File: config.mk
export PLATFORM = sky130hd
export DESIGN_NAME = ysyx_201979054_burst_line_buffer
export DESIGN_NICKNAME = d
export VERILOG_FILES = /design/src/rtl/ysyx_201979054_lb_pkg.sv /design/src/rtl/ysyx_201979054_burst_line_buffer.sv
export SDC_FILE = /design/constraint.sdc
export NUM_CORES = 1
export LEC_CHECK = 0
export BUFFER_PORTS_ARGS = -buffer_cell sky130_fd_sc_hd__buf_2
export CAP_MARGIN = 20
export CORE_AREA = 2 2 434 436
export CTS_BUF_LIST = sky130_fd_sc_hd__clkbuf_4
export DETAILED_ROUTE_END_ITERATION = 16
export DIE_AREA = 0 0 436 438
export PLACE_DENSITY = 0.43
export SKIP_CTS_REPAIR_TIMING = 1
export SYNTH_ARGS = -nofsm -noshare
export SYNTH_HDL_FRONTEND = slang
export SYNTH_SLANG_ARGS = --single-unit
File: constraint.sdc
create_clock -name clk -period 5 [get_ports clk]
set_input_delay 0.75 -clock clk [delete_from_list [all_inputs] [get_ports clk]]
set_output_delay 0.75 -clock clk [all_outputs]
set_load 0.005 [all_outputs]
File: src/rtl/ysyx_201979054_lb_pkg.sv
// Shared state type and sizing helper for the burst line buffer.
package ysyx_201979054_lb_pkg;

    typedef enum logic [1:0] {
        IDLE  = 2'd0,
        FILL  = 2'd1,
        DRAIN = 2'd2,
        DONE  = 2'd3
    } t_lb_state;

    // Beat index width; a single-beat line still gets a one-bit index.
    function automatic int lb_idx_w(input int beats);
        return (beats > 1) ? $clog2(beats) : 1;
    endfunction

endpackage

File: src/rtl/ysyx_201979054_burst_line_buffer.sv
// Cache-line staging buffer: FILL assembles an AXI read burst into a line, DRAIN
// serialises a loaded line into a write burst. Macro WRAP_EN adds i_start_beat.
module ysyx_201979054_burst_line_buffer
    import ysyx_201979054_lb_pkg::*;
#(
    parameter int  AXI_DATA_WIDTH = 32,
    parameter int  LINE_WIDTH     = 512,
    localparam int BEATS          = LINE_WIDTH / AXI_DATA_WIDTH,
    localparam int IDX_W          = lb_idx_w(BEATS)
) (
    input  logic                      clk,
    input  logic                      arst,
    input  logic                      i_fill_start,
    input  logic                      i_load,
    input  logic [LINE_WIDTH-1:0]     i_line,
`ifdef WRAP_EN
    input  logic [IDX_W-1:0]          i_start_beat,
`endif
    input  logic                      s_valid,
    output logic                      s_ready,
    input  logic [AXI_DATA_WIDTH-1:0] s_data,
    input  logic                      s_last,
    output logic                      m_valid,
    input  logic                      m_ready,
    output logic [AXI_DATA_WIDTH-1:0] m_data,
    output logic                      m_last,
    output logic [LINE_WIDTH-1:0]     o_line,
    output logic                      o_busy,
    output logic                      o_done,
    output logic                      o_err
);

    localparam logic [IDX_W-1:0] LAST = IDX_W'(BEATS - 1);

    t_lb_state                 state_r;
    logic [IDX_W-1:0]          idx_r;
    logic [IDX_W-1:0]          cnt_r;
    logic                      s_ready_r;
    logic                      m_valid_r;
    logic                      m_last_r;
    logic                      done_r;
    logic                      err_r;
    logic [AXI_DATA_WIDTH-1:0] beat_r [BEATS];

    logic [IDX_W-1:0]          start_idx_s;
    logic [IDX_W-1:0]          idx_inc_s;
    logic [IDX_W-1:0]          cnt_inc_s;
    logic                      fill_go_s;
    logic                      load_go_s;
    logic                      s_fire_s;
    logic                      m_fire_s;
    logic                      cnt_last_s;

`ifdef WRAP_EN
    // An out-of-range start beat (non power-of-two line) falls back to beat 0.
    assign start_idx_s = (i_start_beat <= LAST) ? i_start_beat : '0;
`else
    assign start_idx_s = '0;
`endif

    assign fill_go_s  = (state_r == IDLE) & i_fill_start;
    assign load_go_s  = (state_r == IDLE) & ~i_fill_start & i_load;
    assign s_fire_s   = s_ready_r & s_valid;
    assign m_fire_s   = m_valid_r & m_ready;
    assign cnt_last_s = (cnt_r == LAST);
    assign idx_inc_s  = (idx_r == LAST) ? '0 : idx_r + IDX_W'(1);
    assign cnt_inc_s  = cnt_r + IDX_W'(1);

    // Sequencer: state, beat index/count, handshake flags, done pulse, sticky error.
    always_ff @(posedge clk) begin
        if (arst) begin
            state_r   <= IDLE;
            idx_r     <= '0;
            cnt_r     <= '0;
            s_ready_r <= 1'b0;
            m_valid_r <= 1'b0;
            m_last_r  <= 1'b0;
            done_r    <= 1'b0;
            err_r     <= 1'b0;
        end else begin
            case (state_r)
                IDLE: begin
                    done_r <= 1'b0;
                    if (fill_go_s) begin
                        state_r   <= FILL;
                        idx_r     <= start_idx_s;
                        cnt_r     <= '0;
                        err_r     <= 1'b0;
                        s_ready_r <= 1'b1;
                    end else if (load_go_s) begin
                        state_r   <= DRAIN;
                        idx_r     <= start_idx_s;
                        cnt_r     <= '0;
                        m_valid_r <= 1'b1;
                        m_last_r  <= (LAST == '0);
                    end
                end
                FILL: begin
                    if (s_fire_s) begin
                        idx_r <= idx_inc_s;
                        cnt_r <= cnt_inc_s;
                        if (s_last != cnt_last_s) begin
                            err_r <= 1'b1;
                        end
                        if (cnt_last_s) begin
                            state_r   <= DONE;
                            s_ready_r <= 1'b0;
                            done_r    <= 1'b1;
                        end
                    end
                end
                DRAIN: begin
                    if (m_fire_s) begin
                        idx_r    <= idx_inc_s;
                        cnt_r    <= cnt_inc_s;
                        m_last_r <= (cnt_inc_s == LAST);
                        if (cnt_last_s) begin
                            state_r   <= DONE;
                            m_valid_r <= 1'b0;
                            m_last_r  <= 1'b0;
                            done_r    <= 1'b1;
                        end
                    end
                end
                DONE: begin
                    state_r <= IDLE;
                    done_r  <= 1'b0;
                end
                default: begin
                    state_r   <= IDLE;
                    s_ready_r <= 1'b0;
                    m_valid_r <= 1'b0;
                    m_last_r  <= 1'b0;
                    done_r    <= 1'b0;
                end
            endcase
        end
    end

    // Line storage: bulk load for DRAIN, one beat per accepted read beat in FILL.
    always_ff @(posedge clk) begin
        if (arst) begin
            for (int k = 0; k < BEATS; k++) begin
                beat_r[k] <= '0;
            end
        end else if (load_go_s) begin
            for (int k = 0; k < BEATS; k++) begin
                beat_r[k] <= i_line[k*AXI_DATA_WIDTH +: AXI_DATA_WIDTH];
            end
        end else if (s_fire_s) begin
            beat_r[idx_r] <= s_data;
        end
    end

    for (genvar g = 0; g < BEATS; g++) begin : g_line
        assign o_line[g*AXI_DATA_WIDTH +: AXI_DATA_WIDTH] = beat_r[g];
    end

    assign s_ready = s_ready_r;
    assign m_valid = m_valid_r;
    assign m_last  = m_last_r;
    assign m_data  = beat_r[idx_r];
    assign o_busy  = (state_r != IDLE);
    assign o_done  = done_r;
    assign o_err   = err_r;

endmodule

==> run_results.csv <==
group,metric,value,unit
critical_path,rrSetupSlack,1.61,ns
yosys,async_flop_share,0,%
flow_run,drv_cap,0,
route,routed_wl,200000,um
route,vias,27917,
clock_network,cts_htree_levels,4,
yosys,synth_warnings,0,
outcome,status,"finished clean",
place,placed_cells,5455,
place,gp_congestion,0.950,
clock_network,clock_latency,1.24,ns
power,power_frac_clock,30.3,%
route,route.detailed.vias_per_inst,4.43,
die,placementRows,159,
clock_network,clock_sinks,531,
route,wl_met1,78400,um
grt,grt_first_pass_wirelength,250000,um
grt,grt_pass1_vias,25222,
yosys,synthFlopType,"edfxtp_1",
critical_path,timing.critical_path.to_type,"output pin",
timing,max-slew-margin-rel,25.6,%
power,ir_drop,0.214,mV
critical_path,timing.setup.critical_path_class,"reg -> out",
timing,report.final.slew_viol_count,0,
power,p_int,9590,uW
critical_path,regToRegEndpoint,"beat_r[2][16]$_DFFE_PP_",
die,core-area,187000,um2
critical_path,worst-r2r-cell-count,8,
clock_network,cts.path.max_buffers,3,
clock_network,cts-root-buf,"clkbuf_4",
grt,grt.total_usage,19.7,%
yosys,synth_enable_flop_cells,512,
critical_path,critical_path_arrival,4.04,ns
cells_and_area,nNetsFinal,4211,
die,ios,1101,
timing,max_freq,0.209,GHz
power,seqPwrFrac,40.3,%
timing,clk_skew,0.0717,ns
critical_path,critical_path.max_fanout,30,
die,dieHeight,438,um
power,p_leak,0.0169,uW
yosys,syn-mean-instance-area,13.2,um2
cells_and_area,postLayoutCoreUtil,23.0,%
die,die_area,191000,um2
worst_hold_path,holdCritStartpoint,"s_data[6]",
grt,largest_net_degree_at_the_start_of_global_routing,154,
yosys,yosys_register_bits,531,
route,topRoutingLayerUsed,"met5",
route,met3_wirelength_from_detailed_routing,20400,um
route,wl_met2,93200,um
timing,actual_slew_at_the_worst_max_slew_pin,1.12,ns
clock_network,numCtsBuffers,168,
cells_and_area,area_delta_synth_final,57.2,%
place,buffer_ports.inserted,1100,
yosys,synth-seq-area-share,57.6,%
yosys,syn_inst,2065,
route,post_drt_wl_per_cell,31.7,um
yosys,syn_std_cell_area,27300,um2
yosys,synthesis.nets,2626,
power,switching_share,37.0,%
route,final_antenna_net_count,0,
clock_network,clock_slew_at_reported_path_ffs,0.06,ns
worst_hold_path,timing.hold.worst_path_depth,3,
timing,min_period_over_period,95.8,%
critical_path,crit_reg_reg_startpoint,"state_r[0]$_SDFFE_PP0P_",
timing,setup_tns,0,ns
power,powerDensity,354,nW/um2
power,power_switching,5630,uW
timing,minimum_clock_period,4.79,ns
cells_and_area,post_route_cells_drive_above_1_share,42.2,%
route,route.detailed.drc,0,
cells_and_area,layoutNonFillerInstCount,6303,
grt,antenna_found_initial,52,
critical_path,critPathRequiredTime,4.25,ns
power,share_comb_of_total_power,29.4,%
grt,grt.overflow.total,0,
timing,setup_viol,0,
critical_path,type_of_origin_of_the_critical_path,"flop",
timing,hold_viol,0,
clock_network,cts_tree,"done",
die,dieWidth,436,um
route,detailedRoute.firstIterationViolations,3204,
place,dpl.hpwl,152000,um
die,initial_core_util,14.7,%
yosys,synth_cell_type_count,41,
route,detail_route.first_pass.iterations,8,
worst_hold_path,min_to,"beat_r[10][6]$_DFFE_PP_",
worst_hold_path,hold_path.class,"in -> reg",
-- per-layer routing --
metal	track usage, %	up-vias
met5	0	-
met4	7.81	8
met3	6.20	442
met2	31.4	1936
met1	24.6	14035
li1	-	11496
-- kinds of logic (layout without fill, tap and decap cells) --
logic type,count (synthesis),after routing,synth area share [%]
mux,130,130,10.6
flops,531,531,57.6
fa+ha+maj,10,10,0.458
simple gates,505,505,9.77
xor+xnor,3,3,0.0961
other cells,0,37,0
compound gates,611,611,17.1
buf+inv,275,1981,4.31
-- registers in the layout, indices dropped and copies added, names as in the netlist, named ones only --
name,count
beat_r,512
cnt_r,4
idx_r,4
state_r,2
m_last,1
m_valid,1
o_done,1
o_err,1
s_ready,1
-- per-stage QoR --
step	cell area [um2]	setup WS [ns]	hold slack (ns)	total power, uW
2_1_floorplan	27300	1.24	0.465	7730
3_3_place_gp	35600	1.36	0.470	10300
3_5_place_dp	35600	1.34	0.475	10300
4_1_cts	37700	-0.00850	-0.432	15000
5_1_grt	43000	-0.00882	0.00595	15800
6_report	43000	0.212	0.185	15200
-- critical path, cell delays in order (launching register included) --
cell and delay [ns]:
dfxtp_4 0.49, buf_4 0.47, mux4_2 0.50, a22oi_1 0.91
nand2_1 0.23, buf_2 0.20
-- cell usage after synthesis (3+ instances only) --
| master | count | area (um2) |
|---|---|---|
| edfxtp_1 | 512 | 15400 |
| nand2_1 | 242 | 908 |
| o21ai_0 | 205 | 1030 |
| nand2b_1 | 203 | 1270 |
| a32o_1 | 192 | 1920 |
| clkbuf_1 | 137 | 514 |
| a22o_1 | 128 | 1120 |
| mux4_2 | 128 | 2880 |
| buf_2 | 82 | 410 |
| a22oi_1 | 65 | 488 |
| buf_1 | 38 | 143 |
| dfxtp_1 | 19 | 380 |
| a21oi_1 | 14 | 70.1 |
| nor2_1 | 13 | 48.8 |
| ha_1 | 10 | 125 |
| buf_4 | 8 | 60.1 |
| inv_1 | 8 | 30.0 |
| nand3_1 | 8 | 40.0 |
| nor4_4 | 7 | 149 |
| and3_1 | 6 | 37.5 |
| nor2b_1 | 4 | 25.0 |
| nor3_1 | 4 | 20.0 |
| and2_1 | 3 | 18.8 |
| nor4b_4 | 3 | 71.3 |
| xnor2_1 | 3 | 26.3 |
-- worst max-delay path by stage --
| stage | start | end | cells after the start |
|---|---|---|---|
| after floorplan | s_valid | beat_r[11][0]$_DFFE_PP_ | 2 |
| after global placement | arst | beat_r[2][6]$_DFFE_PP_ | 6 |
| after detailed placement | arst | beat_r[2][4]$_DFFE_PP_ | 6 |
| after CTS | flop | m_data[16] | 5 |
| after global routing | flop | m_data[13] | 5 |
| final | flop | m_data[13] | 5 |
-- power by group through the flow --
stage	sequential (uW)	combinational, uW	clock [uW]
after floorplan	5930	1810	0
after global placement	6200	4120	0
after detailed placement	6200	4130	0
after CTS	6110	4140	4770
after global routing	6140	4690	4980
final	6130	4470	4610
-- cells in the final DEF (no fill, tap or decap), drive strengths merged, types with 37 or more instances in the layout --
cell	n
nand2	243
diode	37
buf	1161
clkbuf	243
o21ai	205
nand2b	203
a22oi	65
mux4	128
clkinv	39
dlygate4sd3	520
a32o	192
a22o	128
edfxtp	512
-- cell type report --
type	instances	area, um2
well taps	2495	3120
clock inverters	49	274
clock buffers	242	1820
repair buffers	1682	11300
diodes	37	92.6
fillers	20344	144000
inverters	8	30.0
flip-flops and latches	531	15800
multi-input cells	1259	10600
(Power assumes the default switching activity.)
